`config.mk`:
```
export PLATFORM = sky130hd
export DESIGN_NAME = fp_mult_sched
export DESIGN_NICKNAME = d
export VERILOG_FILES = /design/src/rtl/fp_mult_pkg.sv /design/src/rtl/fp_ret_fifo.sv /design/src/rtl/fp_mult_sched.sv
export SDC_FILE = /design/constraint.sdc
export NUM_CORES = 1
export LEC_CHECK = 0
export CAP_MARGIN = 10
export CORE_ASPECT_RATIO = 1.2
export CORE_MARGIN = 8
export CORE_UTILIZATION = 51
export CTS_CLUSTER_DIAMETER = 60
export DETAILED_ROUTE_END_ITERATION = 10
export GPL_ROUTABILITY_DRIVEN = 0
export PLACE_DENSITY = 0.81
export SLEW_MARGIN = 5
export SYNTH_ARGS = -nofsm -noshare
export SYNTH_HDL_FRONTEND = slang
export SYNTH_SLANG_ARGS = --single-unit
```
`constraint.sdc`:
```
create_clock -name clk -period 3.6 [get_ports clk]
set_clock_uncertainty 0.2 [all_clocks]
set_input_delay 0.54 -clock clk [delete_from_list [all_inputs] [get_ports clk]]
set_output_delay 0.54 -clock clk [all_outputs]
set_load 0.05 [all_outputs]
```
`src/rtl/fp_mult_pkg.sv`:
```
// Types and constants shared by the FP32 multiplier and its two-requester scheduler.
package fp_mult_pkg;

    localparam int FP_W           = 32;
    localparam int STATUS_W       = 8;
    localparam int STATUS_INEXACT = 0;
    localparam int RET_W          = FP_W + STATUS_W;

    typedef logic req_id_t;

    typedef enum logic [2:0] {
        RND_NEAREST_EVEN = 3'd0,
        RND_TOWARD_ZERO  = 3'd1,
        RND_DOWN         = 3'd2,
        RND_UP           = 3'd3,
        RND_NEAREST_MAX  = 3'd4
    } round_values;

    typedef struct packed {
        logic [FP_W-1:0]     z;
        logic [STATUS_W-1:0] status;
    } ret_t;

endpackage

```
`src/rtl/fp_ret_fifo.sv`:
```
// Return buffer: synchronous FIFO; a push is readable one cycle later, with no bypass.
// Backpressure: a push when full and a pop when empty are ignored; the caller must honour o_full/o_empty.
module fp_ret_fifo #(
    parameter int DEPTH = 4,
    parameter int W     = 40,
    parameter int CW    = $clog2(DEPTH + 1)
) (
    input  logic          clk,
    input  logic          rst,
    input  logic          i_push,
    input  logic [W-1:0]  i_dat,
    input  logic          i_pop,
    output logic [W-1:0]  o_dat,
    output logic          o_full,
    output logic          o_empty,
    output logic [CW-1:0] o_count
);

    localparam int AW = (DEPTH > 1) ? $clog2(DEPTH) : 1;

    logic [W-1:0]  r_mem [DEPTH];
    logic [AW-1:0] r_wr_ptr;
    logic [AW-1:0] r_rd_ptr;
    logic [CW-1:0] r_count;
    logic          w_push;
    logic          w_pop;

    assign o_full  = (r_count == CW'(DEPTH));
    assign o_empty = (r_count == '0);
    assign o_count = r_count;
    assign o_dat   = r_mem[r_rd_ptr];
    assign w_push  = i_push & ~o_full;
    assign w_pop   = i_pop & ~o_empty;

    // Pointers wrap naturally because DEPTH is a power of two.
    always_ff @(posedge clk or posedge rst) begin
        if (rst) begin
            r_wr_ptr <= '0;
            r_rd_ptr <= '0;
            r_count  <= '0;
        end else begin
            if (w_push) r_wr_ptr <= r_wr_ptr + 1'b1;
            if (w_pop)  r_rd_ptr <= r_rd_ptr + 1'b1;
            case ({w_push, w_pop})
                2'b10:   r_count <= r_count + 1'b1;
                2'b01:   r_count <= r_count - 1'b1;
                default: r_count <= r_count;
            endcase
        end
    end

    always_ff @(posedge clk) begin
        if (w_push) r_mem[r_wr_ptr] <= i_dat;
    end

endmodule

```
`src/rtl/fp_mult_sched.sv`:
```
// Shares one fixed-latency FP32 multiplier between two requesters; issue registered 1 cycle after handshake.
// Backpressure: inK_ready drops when inflight+buffered reaches DEPTH, so every return has a reserved slot.
module fp_mult_sched
    import fp_mult_pkg::*;
#(
    parameter int DEPTH = 4,
    parameter int CW    = $clog2(DEPTH + 1)
) (
    input  logic                clk,
    input  logic                rst,
    input  logic                in0_valid,
    output logic                in0_ready,
    input  logic [FP_W-1:0]     in0_a,
    input  logic [FP_W-1:0]     in0_b,
    input  logic                in1_valid,
    output logic                in1_ready,
    input  logic [FP_W-1:0]     in1_a,
    input  logic [FP_W-1:0]     in1_b,
    output logic                mul_issue,
    output logic [FP_W-1:0]     mul_a,
    output logic [FP_W-1:0]     mul_b,
    output req_id_t             mul_tag,
    input  logic                mul_ret,
    input  req_id_t             mul_ret_tag,
    input  logic [FP_W-1:0]     mul_z,
    input  logic [STATUS_W-1:0] mul_status,
    output logic                out0_valid,
    input  logic                out0_ready,
    output logic [FP_W-1:0]     out0_z,
    output logic [STATUS_W-1:0] out0_status,
    output logic                out1_valid,
    input  logic                out1_ready,
    output logic [FP_W-1:0]     out1_z,
    output logic [STATUS_W-1:0] out1_status,
    output logic                err
);

    logic                r_ptr;
    logic [CW-1:0]       r_inflight [2];
    logic                r_mul_issue;
    logic [FP_W-1:0]     r_mul_a;
    logic [FP_W-1:0]     r_mul_b;
    req_id_t             r_mul_tag;
    logic                r_err;

    logic [1:0]          w_in_valid;
    logic [1:0]          w_out_ready;
    logic [1:0]          w_credit;
    logic [1:0]          w_elig;
    logic [1:0]          w_grant;
    logic [1:0]          w_ret;
    logic [1:0]          w_dec;
    logic [1:0]          w_push;
    logic [1:0]          w_pop;
    logic [1:0]          w_full;
    logic [1:0]          w_empty;
    logic [1:0]          w_ret_err;
    logic [CW-1:0]       w_count [2];
    logic [CW:0]         w_occ   [2];
    ret_t                w_head  [2];
    ret_t                w_ret_dat;

    assign w_in_valid  = {in1_valid, in0_valid};
    assign w_out_ready = {out1_ready, out0_ready};
    assign w_ret_dat   = '{z: mul_z, status: mul_status};

    // Credit uses registered state only, so a same-cycle pop frees its slot next cycle.
    always_comb begin
        for (int k = 0; k < 2; k++) begin
            w_occ[k]     = {1'b0, r_inflight[k]} + {1'b0, w_count[k]};
            w_credit[k]  = (w_occ[k] < (CW+1)'(DEPTH));
            w_elig[k]    = w_in_valid[k] & w_credit[k];
            w_ret[k]     = mul_ret & (mul_ret_tag == req_id_t'(k));
            w_dec[k]     = w_ret[k] & (r_inflight[k] != '0);
            w_push[k]    = w_dec[k] & ~w_full[k];
            w_ret_err[k] = w_ret[k] & ((r_inflight[k] == '0) | w_full[k]);
            w_pop[k]     = ~w_empty[k] & w_out_ready[k];
        end
        w_grant[0] = w_elig[0] & (~w_elig[1] | ~r_ptr);
        w_grant[1] = w_elig[1] & (~w_elig[0] |  r_ptr);
    end

    always_ff @(posedge clk or posedge rst) begin
        if (rst) begin
            r_ptr       <= 1'b0;
            r_inflight  <= '{default: '0};
            r_mul_issue <= 1'b0;
            r_mul_a     <= '0;
            r_mul_b     <= '0;
            r_mul_tag   <= 1'b0;
            r_err       <= 1'b0;
        end else begin
            r_mul_issue <= |w_grant;
            if (|w_grant) begin
                r_mul_a   <= w_grant[1] ? in1_a : in0_a;
                r_mul_b   <= w_grant[1] ? in1_b : in0_b;
                r_mul_tag <= req_id_t'(w_grant[1]);
                r_ptr     <= w_grant[0];
            end
            for (int k = 0; k < 2; k++) begin
                case ({w_grant[k], w_dec[k]})
                    2'b10:   r_inflight[k] <= r_inflight[k] + 1'b1;
                    2'b01:   r_inflight[k] <= r_inflight[k] - 1'b1;
                    default: r_inflight[k] <= r_inflight[k];
                endcase
            end
            r_err <= r_err | (|w_ret_err);
        end
    end

    fp_ret_fifo #(.DEPTH(DEPTH), .W(RET_W), .CW(CW)) u_fifo0 (
        .clk     (clk),
        .rst     (rst),
        .i_push  (w_push[0]),
        .i_dat   (w_ret_dat),
        .i_pop   (w_pop[0]),
        .o_dat   (w_head[0]),
        .o_full  (w_full[0]),
        .o_empty (w_empty[0]),
        .o_count (w_count[0])
    );

    fp_ret_fifo #(.DEPTH(DEPTH), .W(RET_W), .CW(CW)) u_fifo1 (
        .clk     (clk),
        .rst     (rst),
        .i_push  (w_push[1]),
        .i_dat   (w_ret_dat),
        .i_pop   (w_pop[1]),
        .o_dat   (w_head[1]),
        .o_full  (w_full[1]),
        .o_empty (w_empty[1]),
        .o_count (w_count[1])
    );

    assign in0_ready   = w_grant[0];
    assign in1_ready   = w_grant[1];
    assign mul_issue   = r_mul_issue;
    assign mul_a       = r_mul_a;
    assign mul_b       = r_mul_b;
    assign mul_tag     = r_mul_tag;
    assign out0_valid  = ~w_empty[0];
    assign out0_z      = w_head[0].z;
    assign out0_status = w_head[0].status;
    assign out1_valid  = ~w_empty[1];
    assign out1_z      = w_head[1].z;
    assign out1_status = w_head[1].status;
    assign err         = r_err;

endmodule

```
==> flow_summary_export.csv <==
group,metric,value,unit
yosys,synth-seq-cells,408,
finish,layout-drive-gt1-share,0.155,
yosys,ys.flop_type,"edfxtp_1",
die,core-area,30400,sq um
yosys,synth_area_leader_cell,"edfxtp_1",
critical_path,r2r-end,"r_inflight[2]",
clock_tree,tritoncts,"yes",
pwr,p_leak,7.33,nW
placed_design,io_buffers,326,
route,dr.pass1.iters,5,
timing,period_share,0.972,
yosys,avgSynthCellArea,20.5,sq um
yosys,synth.top_cell.area_share,0.612,
timing,slew-limit-headroom,0.482,
die,start_util,0.517,
critical_path,reg2reg_depth,11,
clock_tree,cts_root_buf,"clkbuf_16",
timing,rsz0062_at_grt,"false",
critical_path,r2r_start,"u_fifo0.o_count[2]",
pwr,p_comb_frac,0.480,
placed_design,dpl.hpwl,27400,microns
die,dieWidth,176,microns
finish,layout_common_cells,"clkdlybuf4s50_1 (323), edfxtp_1 (320), dfrtp_1 (84)",
clock_tree,cts_sinks,408,
finish,syn2layout_area_growth,32.7,%
yosys,ys_types,33,
pwr,total_power,20.0,mW
finish,final_cell_area,20800,sq um
timing,fmax,286,MHz
yosys,seq_area_frac_synth,0.752,
timing,whs,0.217,ns
route,route.vias.total,8737,
timing,fin_crit,3.50,ns
yosys,yosys_warnings,0,
pwr,ir_drop,734,uV
critical_path,critPathLaunchType,"register",
clock_tree,cts_buffers,39,
die,dieArea,36700,sq um
global_routing,grt_max_degree,66,
finish,fin_util,0.686,
global_routing,grt_pass1_vias,9525,
finish,fin_cells,1536,
min_path,hp-class,"in -> async",
finish,final_common_cell,"clkdlybuf4s50_1",
global_routing,antenna_found_initial,1,
yosys,synthMuxAreaShare,0.119,
critical_path,cp_max_fo,21,
yosys,synth_enable_flop_cells,320,
route,drtIter0Drc,569,
route,drc,0,
yosys,synth_top_family_by_area,"multiplexers",
critical_path,crit_type,"reg -> out",
timing,final_hold_viol_count,0,
clock_tree,clk_pin_slew,0.06,ns
placed_design,placed_area,19700,sq um
timing,slew_viol_final,0,
yosys,synth-compound-area-share,0.0444,
run,maxCapViolations,0,
route,drt-wirelength-per-cell,26.1,microns
timing,worst_pin_slew,0.774,ns
critical_path,cp.required,2.86,ns
global_routing,grt_pass1_wl,59900,microns
yosys,synthAdderAreaFrac,0.0178,
yosys,synth_xor_area_frac,0.0100,
clock_tree,h-tree-depth,2,
global_routing,grt_overflow,0,
placed_design,pre_cts_slack,0.448,ns
yosys,syn-num-nets,962,
pwr,intPower,11.9,mW
route,ant_nets,0,
finish,fin_nets,1307,
yosys,synth-simple-area-share,0.0380,
timing,tns,0,ns
pwr,p_sw,8.11,mW
placed_design,dp_cells,1466,
yosys,synthTopCellsByArea,"edfxtp_1 (61%), dfrtp_1 (14%), mux4_2 (11%), a221o_1 (4.1%), and2_1 (2.6%)",
outcome,status,"complete, no violations",
die,rows,70,
critical_path,critPathCaptureType,"primary output",
clock_tree,clk_latency,0.53,ns
pwr,clockPowerShare,0.190,
route,vias_per_cell,5.69,
pwr,p_sw_frac,0.405,
die,die_y,208,microns
route,wirelength,40100,microns
die,io_pins,327,
timing,fin_ws,0.103,ns
timing,setup_violations,0,
global_routing,grtUsageTotal,0.219,
pwr,power_frac_seq,0.329,
clock_tree,clk_path_buf_depth,3,
critical_path,rrSetupSlack,0.72,ns
yosys,synth-async-reset-ratio,0.216,
yosys,synthCells,766,
critical_path,arrival,2.76,ns
yosys,synth_area,15700,sq um
pwr,power_per_cell_area,960,nW/um^2
==> cells in the mapped netlist (8+ instances only) <==
| cell | instances |
|---|---|
| edfxtp_1 | 320 |
| dfrtp_1 | 88 |
| mux4_2 | 80 |
| and2_1 | 65 |
| a221o_1 | 64 |
| inv_1 | 22 |
| ha_1 | 16 |
| buf_2 | 15 |
| clkbuf_1 | 15 |
| and2_0 | 10 |
| xor2_1 | 10 |
| buf_1 | 9 |
| xnor2_1 | 8 |
==> state kept, by name, indices dropped and copies added, names as in the netlist, 2 cells and up <==
| register | count |
|---|---|
| mul_a | 32 |
| u_fifo0.r_rd_ptr | 2 |
| u_fifo1.r_mem | 160 |
| r_inflight | 6 |
| mul_b | 32 |
| u_fifo1.r_wr_ptr | 2 |
| u_fifo0.r_wr_ptr | 2 |
| u_fifo1.r_rd_ptr | 2 |
| u_fifo1.o_count | 3 |
| u_fifo0.o_count | 3 |
| u_fifo0.r_mem | 160 |
==> kinds of logic (layout without fill, tap and decap cells) <==
family / Yosys count / in the layout
DFF: 408 / 408
AOI/OAI and AO/OA: 73 / 73
and+or+nand+nor: 95 / 95
xor gates and xnor gates: 18 / 18
adders and majority gates: 20 / 20
muxes: 87 / 87
buffers and inverters: 65 / 437
other: 0 / 2
==> routing by layer <==
metal / up-vias / wire, microns / GRT usage
met1: 4478 / 14500 / 0.256
li1: 3777 / - / -
met5: - / 0 / 0
met4: 0 / 720 / 0.0539
met3: 45 / 4390 / 0.0839
met2: 437 / 20500 / 0.374
==> timing repair <==
action,CTS,global route
setup buffers,0,0
resized for setup,0,2
hold buffers,0,0
setup endpoints to repair,0,2
==> worst max-delay path by stage <==
stage | from | to | slack [ns]
floorplan | rst | err | 0.58
global placement | in0_valid | in0_ready | 0.49
detailed placement | in0_valid | in0_ready | 0.45
CTS | u_fifo0.r_rd_ptr[0] | out0_z[19] | 0.04
global route | u_fifo1.r_rd_ptr[0] | out1_z[10] | 0.007
finish | u_fifo0.r_rd_ptr[0] | out0_z[19] | 0.10
==> area by class of cell <==
class                      count  area (sq um)
antenna                        2          5.00
clock buffer                  48          1010
clock inverter                20           174
fill                        1917          9550
inverter                      22          83.8
multi-input combinational    293          3630
sequential                   408         11800
tap                          396           495
timing repair buffer         347          3620
==> power by group through the flow <==
stage          clock [mW]  combinational (mW)  sequential (mW)
6_report             3.81                9.61             6.59
2_1_floorplan           0                5.38             7.62
4_1_cts              3.89                9.72             6.60
3_3_place_gp            0                9.56             6.63
3_5_place_dp            0                9.68             6.67
5_1_grt              4.06                10.1             6.69
==> critical path, stage by stage, from the launching register on <==
cell             delay, ns
dfrtp_4               0.63
buf_12                0.27
mux4_2                0.57
clkdlybuf4s50_1       0.73
(Power assumes the default switching activity.)
